==> src/rtl/ifa_pkg.sv <==
// Shared types and helpers for the instruction fetch assembler.
// Build option: IFA_BIG_ENDIAN_EN selects MSB-first beat placement (see instr_fetch_assembler).
package ifa_pkg;

    typedef enum logic [1:0] {IDLE, FETCH, STALL} state_t;

    // Beat counter width; a 1-beat instruction still needs a 1-bit index.
    function automatic int beat_idx_w(input int beats);
        return (beats > 1) ? $clog2(beats) : 1;
    endfunction

    // Byte-address increment per memory beat and per whole instruction.
    function automatic int beat_step(input int mem_w);
        return mem_w / 8;
    endfunction

    function automatic int instr_step(input int instr_w);
        return instr_w / 8;
    endfunction

endpackage

==> src/rtl/ifa_fifo.sv <==
// Instruction buffer: DEPTH-entry synchronous FIFO with flush, occupancy count and
// a head output that reads zero while empty.
module ifa_fifo #(
    parameter int WIDTH = 40,
    parameter int DEPTH = 2
) (
    input  logic                       clk,
    input  logic                       reset,
    input  logic                       flush,
    input  logic                       push,
    input  logic                       pop,
    input  logic [WIDTH-1:0]           din,
    output logic [WIDTH-1:0]           dout,
    output logic                       valid,
    output logic [$clog2(DEPTH):0]     count
);

    localparam int PW    = (DEPTH > 1) ? $clog2(DEPTH) : 1;
    localparam int CW    = $clog2(DEPTH) + 1;
    localparam int SLOTS = 2 ** PW;

    logic [WIDTH-1:0] mem [SLOTS];
    logic [PW-1:0]    rd_ptr, wr_ptr;
    logic             do_push, do_pop;

    function automatic logic [PW-1:0] inc(input logic [PW-1:0] p);
        return (p == PW'(DEPTH - 1)) ? '0 : p + 1'b1;
    endfunction

    assign valid   = (count != '0);
    assign do_pop  = pop && valid;
    // A full buffer can still take a push when the head leaves on the same edge.
    assign do_push = push && ((count < CW'(DEPTH)) || do_pop);
    assign dout    = valid ? mem[rd_ptr] : '0;

    always_ff @(posedge clk or negedge reset) begin
        if (!reset) begin
            rd_ptr <= '0;
            wr_ptr <= '0;
            count  <= '0;
            for (int i = 0; i < SLOTS; i++) mem[i] <= '0;
        end else if (flush) begin
            rd_ptr <= '0;
            wr_ptr <= '0;
            count  <= '0;
        end else begin
            if (do_push) begin
                mem[wr_ptr] <= din;
                wr_ptr      <= inc(wr_ptr);
            end
            if (do_pop) rd_ptr <= inc(rd_ptr);
            case ({do_push, do_pop})
                2'b10:   count <= count + 1'b1;
                2'b01:   count <= count - 1'b1;
                default: count <= count;
            endcase
        end
    end

endmodule

==> src/rtl/instr_fetch_assembler.sv <==
// Fetch front end: assembles MEM_W beats into INSTR_W words and queues them with their PC.
// Build option: IFA_BIG_ENDIAN_EN places the first beat in the MSBs (default: LSBs).
module instr_fetch_assembler
    import ifa_pkg::*;
#(
    parameter int                MEM_W    = 8,
    parameter int                INSTR_W  = 32,
    parameter int                ADDR_W   = 8,
    parameter int                DEPTH    = 2,
    parameter logic [ADDR_W-1:0] RESET_PC = '0
) (
    input  logic                        clk,
    input  logic                        reset,
    input  logic                        redirect,
    input  logic [ADDR_W-1:0]           redirect_pc,
    output logic                        mem_req,
    output logic [ADDR_W-1:0]           mem_adr,
    input  logic                        mem_ack,
    input  logic [MEM_W-1:0]            memdata,
    output logic [INSTR_W/MEM_W-1:0]    irwrite,
    output logic                        instr_valid,
    input  logic                        instr_ready,
    output logic [INSTR_W-1:0]          instr,
    output logic [ADDR_W-1:0]           instr_pc,
    output logic [$clog2(DEPTH):0]      count
);

    localparam int                BEATS = INSTR_W / MEM_W;
    localparam int                BW    = beat_idx_w(BEATS);
    localparam int                CW    = $clog2(DEPTH) + 1;
    localparam logic [ADDR_W-1:0] STEP  = ADDR_W'(beat_step(MEM_W));

    state_t               state, state_nxt;
    logic [BW-1:0]        beat, slot;
    logic [INSTR_W-1:0]   asm_word, word_nxt;
    logic [ADDR_W-1:0]    start_pc, push_pc;
    logic                 take, last, push, pop, room;
    logic [CW:0]          cnt_after;

    // A redirect edge discards whatever beat is acknowledged alongside it.
    assign take    = mem_req && mem_ack && !redirect;
    assign last    = (beat == BW'(BEATS - 1));
    assign push    = take && last;
    assign pop     = instr_valid && instr_ready && !redirect;
    assign push_pc = (beat == '0) ? mem_adr : start_pc;
    assign mem_req = (state == FETCH);

`ifdef IFA_BIG_ENDIAN_EN
    assign slot = BW'(BEATS - 1) - beat;
`else
    assign slot = beat;
`endif

    always_comb begin
        word_nxt = asm_word;
        word_nxt[slot*MEM_W +: MEM_W] = memdata;
    end

    always_comb begin
        irwrite = '0;
        if (take) irwrite[beat] = 1'b1;
    end

    // Occupancy as it will be after this edge, used to decide whether to start the next word.
    assign cnt_after = {1'b0, count} + (CW+1)'(push) - (CW+1)'(pop);
    assign room      = cnt_after < (CW+1)'(DEPTH);

    always_ff @(posedge clk or negedge reset) begin
        if (!reset) state <= IDLE;
        else        state <= state_nxt;
    end

    always_comb begin
        state_nxt = state;
        case (state)
            IDLE:    state_nxt = (count < CW'(DEPTH)) ? FETCH : STALL;
            FETCH:   if (push) state_nxt = room ? FETCH : STALL;
            STALL:   if (count < CW'(DEPTH)) state_nxt = FETCH;
            default: state_nxt = IDLE;
        endcase
        if (redirect) state_nxt = IDLE;
    end

    always_ff @(posedge clk or negedge reset) begin
        if (!reset) begin
            beat     <= '0;
            asm_word <= '0;
            start_pc <= '0;
            mem_adr  <= RESET_PC;
        end else if (redirect) begin
            beat     <= '0;
            asm_word <= '0;
            mem_adr  <= redirect_pc;
        end else if (take) begin
            asm_word <= word_nxt;
            mem_adr  <= mem_adr + STEP;
            beat     <= last ? '0 : beat + 1'b1;
            if (beat == '0) start_pc <= mem_adr;
        end
    end

    ifa_fifo #(
        .WIDTH (INSTR_W + ADDR_W),
        .DEPTH (DEPTH)
    ) u_fifo (
        .clk   (clk),
        .reset (reset),
        .flush (redirect),
        .push  (push),
        .pop   (pop),
        .din   ({word_nxt, push_pc}),
        .dout  ({instr, instr_pc}),
        .valid (instr_valid),
        .count (count)
    );

endmodule

==> config.mk <==
export PLATFORM = sky130hd
export DESIGN_NAME = instr_fetch_assembler
export DESIGN_NICKNAME = d
export VERILOG_FILES = /design/src/rtl/ifa_pkg.sv /design/src/rtl/ifa_fifo.sv /design/src/rtl/instr_fetch_assembler.sv
export SDC_FILE = /design/constraint.sdc
export NUM_CORES = 1
export LEC_CHECK = 0
export ABC_AREA = 1
export BUFFER_PORTS_ARGS = -buffer_cell sky130_fd_sc_hd__buf_2
export CORE_MARGIN = 2
export CORE_UTILIZATION = 49
export DETAILED_ROUTE_END_ITERATION = 10
export HOLD_SLACK_MARGIN = 0.06
export PLACE_DENSITY_LB_ADDON = 0.12
export SLEW_MARGIN = 20
export SYNTH_ARGS = -nofsm -noshare
export SYNTH_HDL_FRONTEND = slang
export SYNTH_HIERARCHICAL = 1
export SYNTH_SLANG_ARGS = --single-unit
==> constraint.sdc <==
create_clock -name clk -period 7.2 [get_ports clk]
set_clock_uncertainty 0.05 [all_clocks]
set_input_delay 1.44 -clock clk [delete_from_list [all_inputs] [get_ports clk]]
set_output_delay 1.44 -clock clk [all_outputs]
set_load 0.005 [all_outputs]
Word-level counts from Yosys, hierarchy flattened
Index checks and enable logic that the tools add are counted.
- register bits after elaboration: 136
- input bits: 21
- output and inout bits: 56
- logic and storage cells: 92
- add/sub/neg operators: 9
- magnitude comparators: 7
- equal/unequal tests: 7
- shift-type cells: 2
- mux-type cells: 33
- bitwise gates (word level): 3
- reduce and logical (&&, ||, !) cells: 21
- operators with widths (cell ; count):
    2-to-1 mux 40 bit ; 5
    bitwise mux 80 bit ; 1
    2-to-1 mux 32 bit ; 2
    demux 40 bit (select 1 bit) ; 1
    negation 5 -> 34 bit ; 1
    variable shift 8 x 34 -> 32 bit, first input constant ; 1
    indexed part select 8 x 34 -> 32 bit ; 1
    bitwise mux 32 bit ; 1
    2-to-1 mux 8 bit ; 3
    2-to-1 mux 2 bit ; 9
    logical AND 1 bit ; 9
    adder 8 x 1 -> 8 bit, second input constant ; 1
    nonzero test 2 bit ; 4
    2-to-1 mux 1 bit ; 7
    == test 2 bit, second input constant ; 3
    case mux 2 bit (3 select lines) ; 1
    AND reduction 2 bit ; 3
    adder 2 x 1 -> 2 bit, second input constant ; 2
    == test 2 x 1 -> 1 bit, second input constant ; 2
    >= comparator 2 bit, second input constant ; 2
    logical NOT 2 bit ; 2
    2-to-1 mux 4 bit ; 1
    NOT 1 -> 2 bit ; 2
    case mux 2 bit (2 select lines) ; 1
    16 further kinds ; 17

Logic depth before layout (Yosys ltp)
Gate-level depths: netlist of run 1.
- word-level depth: 11
- mapped depth: 18
- gate-level depth less buffers: 17

By module
The synthesis of run 1 kept the hierarchy.
- modules (own cells, without submodules) (module ; instances ; cells each ; area an instance (um^2) ; seq. area each (um^2)):
    ifa_fifo ; 1 ; 465 ; 3972.6 ; 2102.0
    instr_fetch_assembler ; 1 ; 393 ; 3007.9 ; 1301.2

Least setup slack after synthesis of run 1
Ideal clock, no wire load.
- path kind: input to output
- start: input port redirect
- end: output port irwrite[3]
- data arrival time: 2.200 ns
- data required time: 5.710 ns
- setup slack: 3.510 ns
- cell stages on the path: 8
- buffers on the path: 3
- cell sequence: buf_2 -> inv_2 -> nand2_4 -> inv_6 -> buf_6 -> nand2_2 -> inv_1 -> buf_4
- cells in the longest elaborated chain, start to end: 3
- ends and longest elaborated chain (what ; RTL line ; source):
    start, declared ; instr_fetch_assembler.sv:14 ; input logic redirect,
    logical NOT 1 bit ; instr_fetch_assembler.sv:41 ; assign take = mem_req && mem_ack && !redirect;
    logical AND 1 bit ; instr_fetch_assembler.sv:41 ;
    2-to-1 mux 4 bit ; instr_fetch_assembler.sv:61 ; if (take) irwrite[beat] = 1'b1;
    end, declared ; instr_fetch_assembler.sv:20 ; output logic [INSTR_W/MEM_W-1:0] irwrite,
No other way between the ends.

Worst setup path in the final report of run 1
Ends and elaborated chain as after synthesis.

==> results of run 1 <==
## report_power, final
part / total, mW / switching (mW) / internal (mW)
registers: 0.847 / 0.0370 / 0.810
clock network: 0.842 / 0.315 / 0.527
logic: 0.345 / 0.249 / 0.0956
total: 2.03 / 0.601 / 1.43
## stage by stage
| step | hold slack [ps] | area (um^2) |
|---|---|---|
| 6_report | 427.4 | 7873 |
| 5_1_grt | 445.8 | 7873 |
| 4_1_cts | 430.3 | 7873 |
| 3_5_place_dp | 414.8 | 7292 |
| 3_3_place_gp | 411.3 | 7292 |
| 2_1_floorplan | 398.8 | 6980 |
## cell families (layout without fill, tap and decap cells)
| group | after synthesis | in the layout | synth area share [%] |
|---|---|---|---|
| compound gates | 200 | 200 | 17.80 |
| simple gates | 358 | 358 | 21.13 |
| buf+inv | 155 | 221 | 10.65 |
| fa+ha+maj | 8 | 8 | 1.541 |
| xor+xnor | 1 | 1 | 0.1255 |
| flops | 136 | 136 | 48.75 |
## layer usage
| metal | vias to the layer above | track usage (%) | routed length, um |
|---|---|---|---|
| met4 | 0 | 7.813 | 186 |
| met2 | 132 | 34.03 | 7548 |
| met1 | 2767 | 33.49 | 7851 |
| met3 | 16 | 4.659 | 739 |
| met5 | - | 0 | 0 |
| li1 | 2839 | - | - |
## final cells by class
type,instances,area [um^2],share of cell area [%]
Tap cell,180,225.2,2.861
Multi-Input combinational cell,567,2836,36.03
Clock inverter,7,65.06,0.8264
Timing Repair Buffer,80,412.9,5.245
Clock buffer,25,515.5,6.548
Inverter,109,414.1,5.261
Sequential cell,136,3403,43.23
## layout by cell type, fill, tap and decap left out, types with 3 or more instances in the layout
cell / count
nand2_2: 3
o22ai_1: 26
nor2_1: 17
a21oi_1: 42
nand4_1: 6
a31oi_1: 4
nand3_1: 14
ha_1: 7
clkbuf_8: 6
nand2_1: 303
o21ai_0: 43
o21ai_2: 50
dfrtp_1: 136
o21ai_1: 32
inv_1: 99
buf_2: 75
buf_4: 5
inv_2: 7
clkinv_2: 4
nand2_4: 3
clkbuf_16: 17
## critical path, cell delays in order
cell	delay, ps
buf_2	180
inv_2	240
nand2_4	140
inv_6	320
nand2_2	100
inv_1	90
buf_2	110
## worst max-delay path by stage
stage / slack (ps) / from / cells after the start / to
finish: 3080 / redirect / 7 / irwrite[3]
global route: 2960 / redirect / 7 / irwrite[3]
detailed placement: 3090 / redirect / 7 / irwrite[3]
CTS: 3080 / redirect / 7 / irwrite[3]
global placement: 3140 / redirect / 7 / irwrite[3]
floorplan: 3510 / redirect / 8 / irwrite[3]
## state kept, by name, summed over array words and instances, names as in the netlist
register	cells
asm_word	32
beat	2
mem_adr	8
start_pc	8
state	2
u_fifo/count	2
u_fifo/mem	80
u_fifo/rd_ptr	1
u_fifo/wr_ptr	1
==> out/metrics.yaml, run 1 <==
timing:
  final-hold-violation-count: 0
  setup_tns_ps: 0
  setup_viol: 0
  slew_headroom_pct: 27.93
  slew_viol_final: 0
  worst-slew-pin-transition_ps: 1081
  fmax_mhz: 242.9
  post-route-period-util_pct: 57.18
  grt_setup_unrepaired: "no"
  min_period_ps: 4117
  setup_slack_ps: 3083
yosys:
  yosysTopAreaCell: "dfrtp_1"
  syn_nets: 887
  synth_edf_count: 0
  post-synth-top-count-cell: "nand2_1"
  netlist_area_mm2: 0.006980
  synth_ff_type: "dfrtp_1"
  avgSynthCellArea_um2: 8.136
  ys_top_cells_by_count: "nand2_1, dfrtp_1, inv_1"
  ys_types: 34
  yosysSeqAreaShare_pct: 48.75
  synthArstFlopShare_pct: 100.0
  ys_ff_latch: 136
  synth.top_cell.area_share_pct: 48.75
  yosysWarnings: 6
  syn_inst: 858
  synthTopCellsByArea: "dfrtp_1, nand2_1, o21ai_2, inv_1, o21ai_0"
clock_network:
  cts.root.buffer_cell: "clkbuf_16"
  cts_setup_buffers: 0
  cts.repair.resized: 0
  cts-hold-fix-buffers: 0
  cts_num_sinks: 136
  cts_tree: "done"
  htree_levels: 4
  cts_made_buffers: 17
  insertion_delay_ps: 420
  clkTransAtPathRegs_ps: 50
  cts_buffer_depth: 2
critical_path:
  r2r_slack_ps: 4480
  reg2reg_to: "u_fifo/mem[13]"
  critical_path_class: "in -> out"
  reg2reg_depth: 13
  critPathCaptureType: "primary output"
  r2r_start: "state[1]"
  critPathMaxFanout: 51
  cp.required_ps: 5710
  critPathArrivalTime_ps: 2630
  crit_path_start_kind: "input port"
power:
  powerDensity_mw_per_mm2: 258.3
  p_leak_nw: 3.690
  power_mw: 2.033
  peakVddDrop_mv: 0.1281
place:
  dp_hpwl_um: 10700
  dp_slack_ps: 3085
  place.gp.congestion: 0.8597
  placedCellCount: 1072
  io_buffers: 76
global_routing:
  antenna_found_initial: 0
  overflow: 0
  grt_max_degree: 82
  grt_pass1_vias: 5423
  grt_pass1_wl_um: 27060
  grt_use_total_pct: 22.92
finish:
  final_cells: 1104
  final_nets: 940
  area_growth_syn_to_layout_pct: 12.78
  nFillCells: 1305
  post-route-util_pct: 56.72
  layout-drive-gt1-share_pct: 19.91
  antenna_cells: 0
detailed_routing:
  final_antenna_net_count: 0
  viasPerCell: 5.212
  wl_um: 16330
  drt_iter0_drc: 422
  wl_per_cell_um: 14.79
  drc: 0
  first_pass_iters: 5
  vias: 5754
floorplanning:
  die_w_um: 123.4
  dieArea_mm2: 0.01522
  start_util_pct: 50.29
  core.rowCount: 43
  die_h_um: 123.4
  pin_count: 77
  core_mm2: 0.01388
worst_hold_path:
  hold_path.class: "reg -> reg"
  min_path_cells: 2
  hold_start: "asm_word[7]"
  holdPathEnd: "asm_word[7]"
run_status:
  status: "finished clean"
job:
  maxCapViolCount: 0
Power figures use the tool's default switching activity.
==> inputs of run 2 (changes only) <==
clock period = 3.9 ns   (was 7.2 ns; I/O delays follow)
==> run 2 against run 1 <==
  * Global-route usage increased by 1.0 points
  * Setup slack worse by 2100 ps
  * Die area stayed put
  * Sequential power increased by 84%
  * Cell area rose by 2.4%
  * Non-clock buffer count rose by 4
  * Count of clock-buffer cells in the layout up 1
  * Routed wire length increased by 1.7%
  * Utilization is 1.4 points higher
  * Register-to-register slack got worse by 3200 ps
  * Final cell count up 0.36%
==> out/metrics.yaml, run 2 (synthesized netlist as in run 1, its figures left out) <==
run_status:
  status: "finished clean"
finish:
  layout-drive-gt1-share_pct: 20.26  # +0.35 points
  multiInputGateArea_mm2: 0.002836  # unchanged
  final_nets: 944  # +0.43%
  area_growth_syn_to_layout_pct: 15.47
  design_area_mm2: 0.008060  # +2.4%
  layout_common_cells: "nand2_1, dfrtp_1, inv_1"
  top_regs: "u_fifo/mem (80), asm_word (32)"
  antenna_cells: 0  # unchanged
  layout_commonest_cell: "nand2_1"
  largest_reg_flops: 80  # unchanged
  nFillCells: 1257  # -3.7%
  final-seq-area_mm2: 0.003403  # unchanged
  final_cells: 1108  # +0.36%
  top_register: "u_fifo/mem"
clock_network:
  cts_num_sinks: 136  # unchanged
  cts_buffer_depth: 2  # unchanged
  cts_tree: "done"
  cts-hold-fix-buffers: 0  # unchanged
  cts.root.buffer_cell: "clkbuf_16"
  cts.repair.resized: 0  # unchanged
  insertion_delay_ps: 420  # about the same
  clkTransAtPathRegs_ps: 60  # about the same
  cts_setup_buffers: 0  # unchanged
  cts_made_buffers: 17  # unchanged
  htree_levels: 4  # unchanged
power:
  powerDensity_mw_per_mm2: 509.1  # +97%
  peakVddDrop_mv: 0.3047  # +140%
  power_mw: 4.103  # +100%
  p_leak_nw: 3.786  # +2.6%
detailed_routing:
  wl_per_cell_um: 14.98  # +1.3%
  drt_iter0_drc: 531  # +26%
  drc: 0  # unchanged
  first_pass_iters: 5  # unchanged
  final_antenna_net_count: 0  # unchanged
  wl_um: 16600  # +1.7%
  vias: 5803  # +0.85%
  viasPerCell: 5.237  # +0.49%
timing:
  slew_viol_final: 0  # unchanged
  post-route-period-util_pct: 75.79
  grt_setup_unrepaired: "no"
  worst-slew-pin-transition_ps: 804.6  # -276.5 ps
  slew_headroom_pct: 46.36  # +18 points
  final-hold-violation-count: 0  # unchanged
  min_period_ps: 2956
  setup_slack_ps: 944.3  # -2139 ps
  setup_tns_ps: 0  # unchanged
  fmax_mhz: 338.3
  setup_viol: 0  # unchanged
global_routing:
  grt_max_degree: 82  # unchanged
  overflow: 0  # unchanged
  grt_pass1_vias: 5459  # +0.66%
  antenna_found_initial: 0  # unchanged
  grt_use_total_pct: 23.96  # +1.0 points
  grt_pass1_wl_um: 27990  # +3.4%
place:
  io_buffers: 76  # unchanged
  dpl_cell_area_mm2: 0.007347  # +0.76%
  dp_hpwl_um: 10950  # +2.4%
  dp_slack_ps: 1000  # -2085 ps
  place.gp.congestion: 0.8491  # -1.2%
  placedCellCount: 1076  # +0.37%
floorplanning:
  core_mm2: 0.01388  # unchanged
  die_w_um: 123.4  # unchanged
  dieArea_mm2: 0.01522  # unchanged
  core.rowCount: 43  # unchanged
  pin_count: 77  # unchanged
  start_util_pct: 50.29  # unchanged
  die_h_um: 123.4  # unchanged
critical_path:
  crit_path_start_kind: "flip-flop"
  critPathMaxFanout: 19  # -63%
  cp.required_ps: 3070  # -2640 ps
  critical_path_class: "reg -> out"
  critPathCaptureType: "primary output"
  critPathArrivalTime_ps: 2130  # -500 ps
job:
  maxCapViolCount: 0  # unchanged
worst_hold_path:
  hold_path.class: "in -> async"
[run 2: cell count changes in the layout (fill, tap and decap cells not counted), sizes merged]
cell      previous run  this run
bufinv               1         6
buf                 80        84
clkinv               6         2
clkinvlp             2         0
clkbuf              25        26
[run 2: metrics by stage]
step / util, % / hold slack (ps)
floorplan: - / 398.8
global placement: 52.93 / 411.9
detailed placement: 52.93 / 415.3
CTS: 58.04 / 430.9
global route: 58.07 / 388.8
finish: 58.07 / 321.6
[run 2: metal layers]
metal  track usage, %  up-vias  part of all wire (%)
li1                 -     2857                     -
met2            34.62      181                    45
met3            5.535       27                   6.7
met1            35.23     2738                    47
met4            8.665        0                   1.8
met5                0        -                     0
[run 2: worst max-delay path: stages, from the launching register on]
cell	delay [ps]
dfrtp_1	400
inv_2	180
ha_1	640
inv_1	190
nor2_1	160
buf_2	130
[run 2: where the power goes]
| part | total [mW] | internal, mW | switching, mW | leakage (nW) |
|---|---|---|---|---|
| clock | 1.90 | 1.32 | 0.579 | 0.347 |
| sequential | 1.56 | 1.49 | 0.0676 | 1.86 |
| combinational | 0.641 | 0.180 | 0.462 | 1.58 |
[run 2: layout make-up]
class / instances / share of cell area [%]
multi-input combinational: 567 / 35.19
clock inverter: 6 / 2.235
inverter: 109 / 5.138
tap: 180 / 2.794
timing repair buffer: 84 / 5.852
clock buffer: 26 / 6.566
sequential: 136 / 42.22
[run 2: final timing paths]
path,startpoint,endpoint,slack (ps),cells after the start
max reg2reg,u_fifo/count[1],state[1],1270,15
max,beat[0],irwrite[0],940,5
min reg2reg,asm_word[2],asm_word[2],430,2
max in group asynchronous,reset,asm_word[20],2580,2
min,reset,state[0],320,1
min in group clk,asm_word[2],asm_word[2],430,2
==> inputs of run 3 (changes only) <==
clock period = 3 ns   (was 3.9 ns; I/O delays follow)
==> run 3 against run 2 <==
  * Non-clock buffer count rose by 6
  * Sequential power up 29%
  * Critical endpoint is now irwrite[2]
  * Register-to-register slack worse by 760 ps
  * Critical path type unchanged
  * Final cell count is 0.54% higher
  * Flip-flop and latch count is the same
==> out/metrics.yaml, run 3 (synthesized netlist as in run 1, its figures left out) <==
run_status:
  status: "finished clean"
clock_network:
  cts.repair.resized: 0  # unchanged
  cts_setup_buffers: 0  # unchanged
  cts_made_buffers: 17  # unchanged
  cts_tree: "done"
  cts_num_sinks: 136  # unchanged
  cts-hold-fix-buffers: 0  # unchanged
  htree_levels: 4  # unchanged
  cts_buffer_depth: 2  # unchanged
  insertion_delay_ps: 430  # about the same
  clkTransAtPathRegs_ps: 60  # about the same
  cts.root.buffer_cell: "clkbuf_16"
place:
  io_buffers: 76  # unchanged
  dp_hpwl_um: 11320  # +3.3%
  placedCellCount: 1082  # +0.56%
  dpl_cell_area_mm2: 0.007405  # +0.78%
  place.gp.congestion: 0.8619  # +1.5%
power:
  p_clk_share_pct: 41.2  # -5.1 points
  peakVddDrop_mv: 0.3577  # +17%
  power_frac_comb_pct: 17.7  # +2.1 points
  p_sw_share_pct: 29.61  # +2.6 points
  power_frac_seq_pct: 41.0  # +2.9 points
  powerDensity_mw_per_mm2: 617.8  # +21%
  p_switching_mw: 1.460  # +32%
  p_int_mw: 3.470  # +16%
  p_leak_nw: 3.757  # -0.77%
timing:
  final-hold-violation-count: 0  # unchanged
  setup_tns_ps: 0  # unchanged
  slew_headroom_pct: 51.32  # +5.0 points
  worst-slew-pin-transition_ps: 730.2  # -74.36 ps
  fmax_mhz: 387.6
  setup_viol: 0  # unchanged
  grt_setup_unrepaired: "no"
  min_period_ps: 2580
  post-route-period-util_pct: 85.99
  slew_viol_final: 0  # unchanged
finish:
  largest_reg_flops: 80  # unchanged
  final_nets: 950  # +0.64%
  final_cells: 1114  # +0.54%
  top_regs: "u_fifo/mem (80), asm_word (32)"
  layout_commonest_cell: "nand2_1"
  nFillCells: 1296  # +3.1%
  design_area_mm2: 0.007980  # -0.99%
  antenna_cells: 0  # unchanged
  layout_common_cells: "nand2_1, dfrtp_1, inv_1"
  area_growth_syn_to_layout_pct: 14.32
  top_register: "u_fifo/mem"
  layout-drive-gt1-share_pct: 20.66  # +0.41 points
floorplanning:
  core_mm2: 0.01388  # unchanged
  die_h_um: 123.4  # unchanged
  start_util_pct: 50.29  # unchanged
  die_w_um: 123.4  # unchanged
  core.rowCount: 43  # unchanged
  pin_count: 77  # unchanged
  dieArea_mm2: 0.01522  # unchanged
detailed_routing:
  wl_per_cell_um: 15.35  # +2.4%
  final_antenna_net_count: 0  # unchanged
  drt_iter0_drc: 589  # +11%
  viasPerCell: 5.295  # +1.1%
  wl_um: 17100  # +3.0%
  first_pass_iters: 7  # +2
  vias: 5899  # +1.7%
  drc: 0  # unchanged
critical_path:
  r2r_start: "u_fifo/count[0]"
  critPathArrivalTime_ps: 1930  # -200 ps
  reg2reg_depth: 13  # -2
  cp.required_ps: 2350  # -720 ps
  critical_path_class: "reg -> out"
  critPathMaxFanout: 9  # -10
  crit_path_start_kind: "flip-flop"
  reg2reg_to: "state[1]"
  critPathCaptureType: "primary output"
  r2r_slack_ps: 510  # -760 ps
global_routing:
  grt_max_degree: 57  # -30%
  overflow: 0  # unchanged
  antenna_found_initial: 0  # unchanged
  grt_use_total_pct: 24.12  # +0.16 points
  grt_pass1_vias: 5528  # +1.3%
  grt_pass1_wl_um: 28320  # +1.2%
job:
  maxCapViolCount: 0  # unchanged
worst_hold_path:
  hold_path.class: "in -> async"
==> run 3: power by group through the flow <==
stage	Combinational [mW]	Sequential, mW	Clock [mW]
floorplan	0.595	2.04	0
global placement	0.842	2.05	0
detailed placement	0.872	2.05	0
CTS	0.881	2.02	2.06
global route	0.999	2.03	2.16
finish	0.875	2.02	2.03
==> run 3: worst max path at each step <==
stage	startpoint	end
finish	beat[0]	irwrite[2]
global route	beat[0]	irwrite[0]
CTS	beat[0]	irwrite[0]
detailed placement	mem_ack	state[1]
global placement	mem_ack	state[1]
floorplan	redirect	state[1]
==> run 3: area by class of cell <==
class | instances | area [um^2] | area share [%]
clock buffer | 23 | 478.0 | 5.989
timing repair buffer | 90 | 525.5 | 6.585
inverter | 109 | 414.1 | 5.190
tap | 180 | 225.2 | 2.822
sequential | 136 | 3403 | 42.65
clock inverter | 9 | 97.59 | 1.223
multi-input combinational | 567 | 2836 | 35.54
==> run 3: worst max-delay path, cell delays in order (launching register included) <==
cell and delay (ps):
dfrtp_1 410, inv_2 190, ha_1 260, clkinv_1 300, nor2_1 210, buf_2 140
==> run 3: per-layer routing <==
layer	vias up	global-route usage [%]	part of all wire (%)
met5	-	0	0
met2	192	36.98	46
met1	2829	34.63	46
met4	0	7.386	1.5
li1	2858	-	-
met3	20	4.797	5.9
==> run 3: stage by stage <==
stage	hold slack (ps)	util [%]	power (mW)	setup WS, ps
floorplan	254.4	-	2.636	489.0
global placement	411.8	53.34	2.891	497.6
detailed placement	415.6	53.34	2.925	374.0
CTS	201.8	57.49	4.965	422.9
global route	212.6	57.49	5.192	227.4
finish	177.5	57.49	4.930	420.2
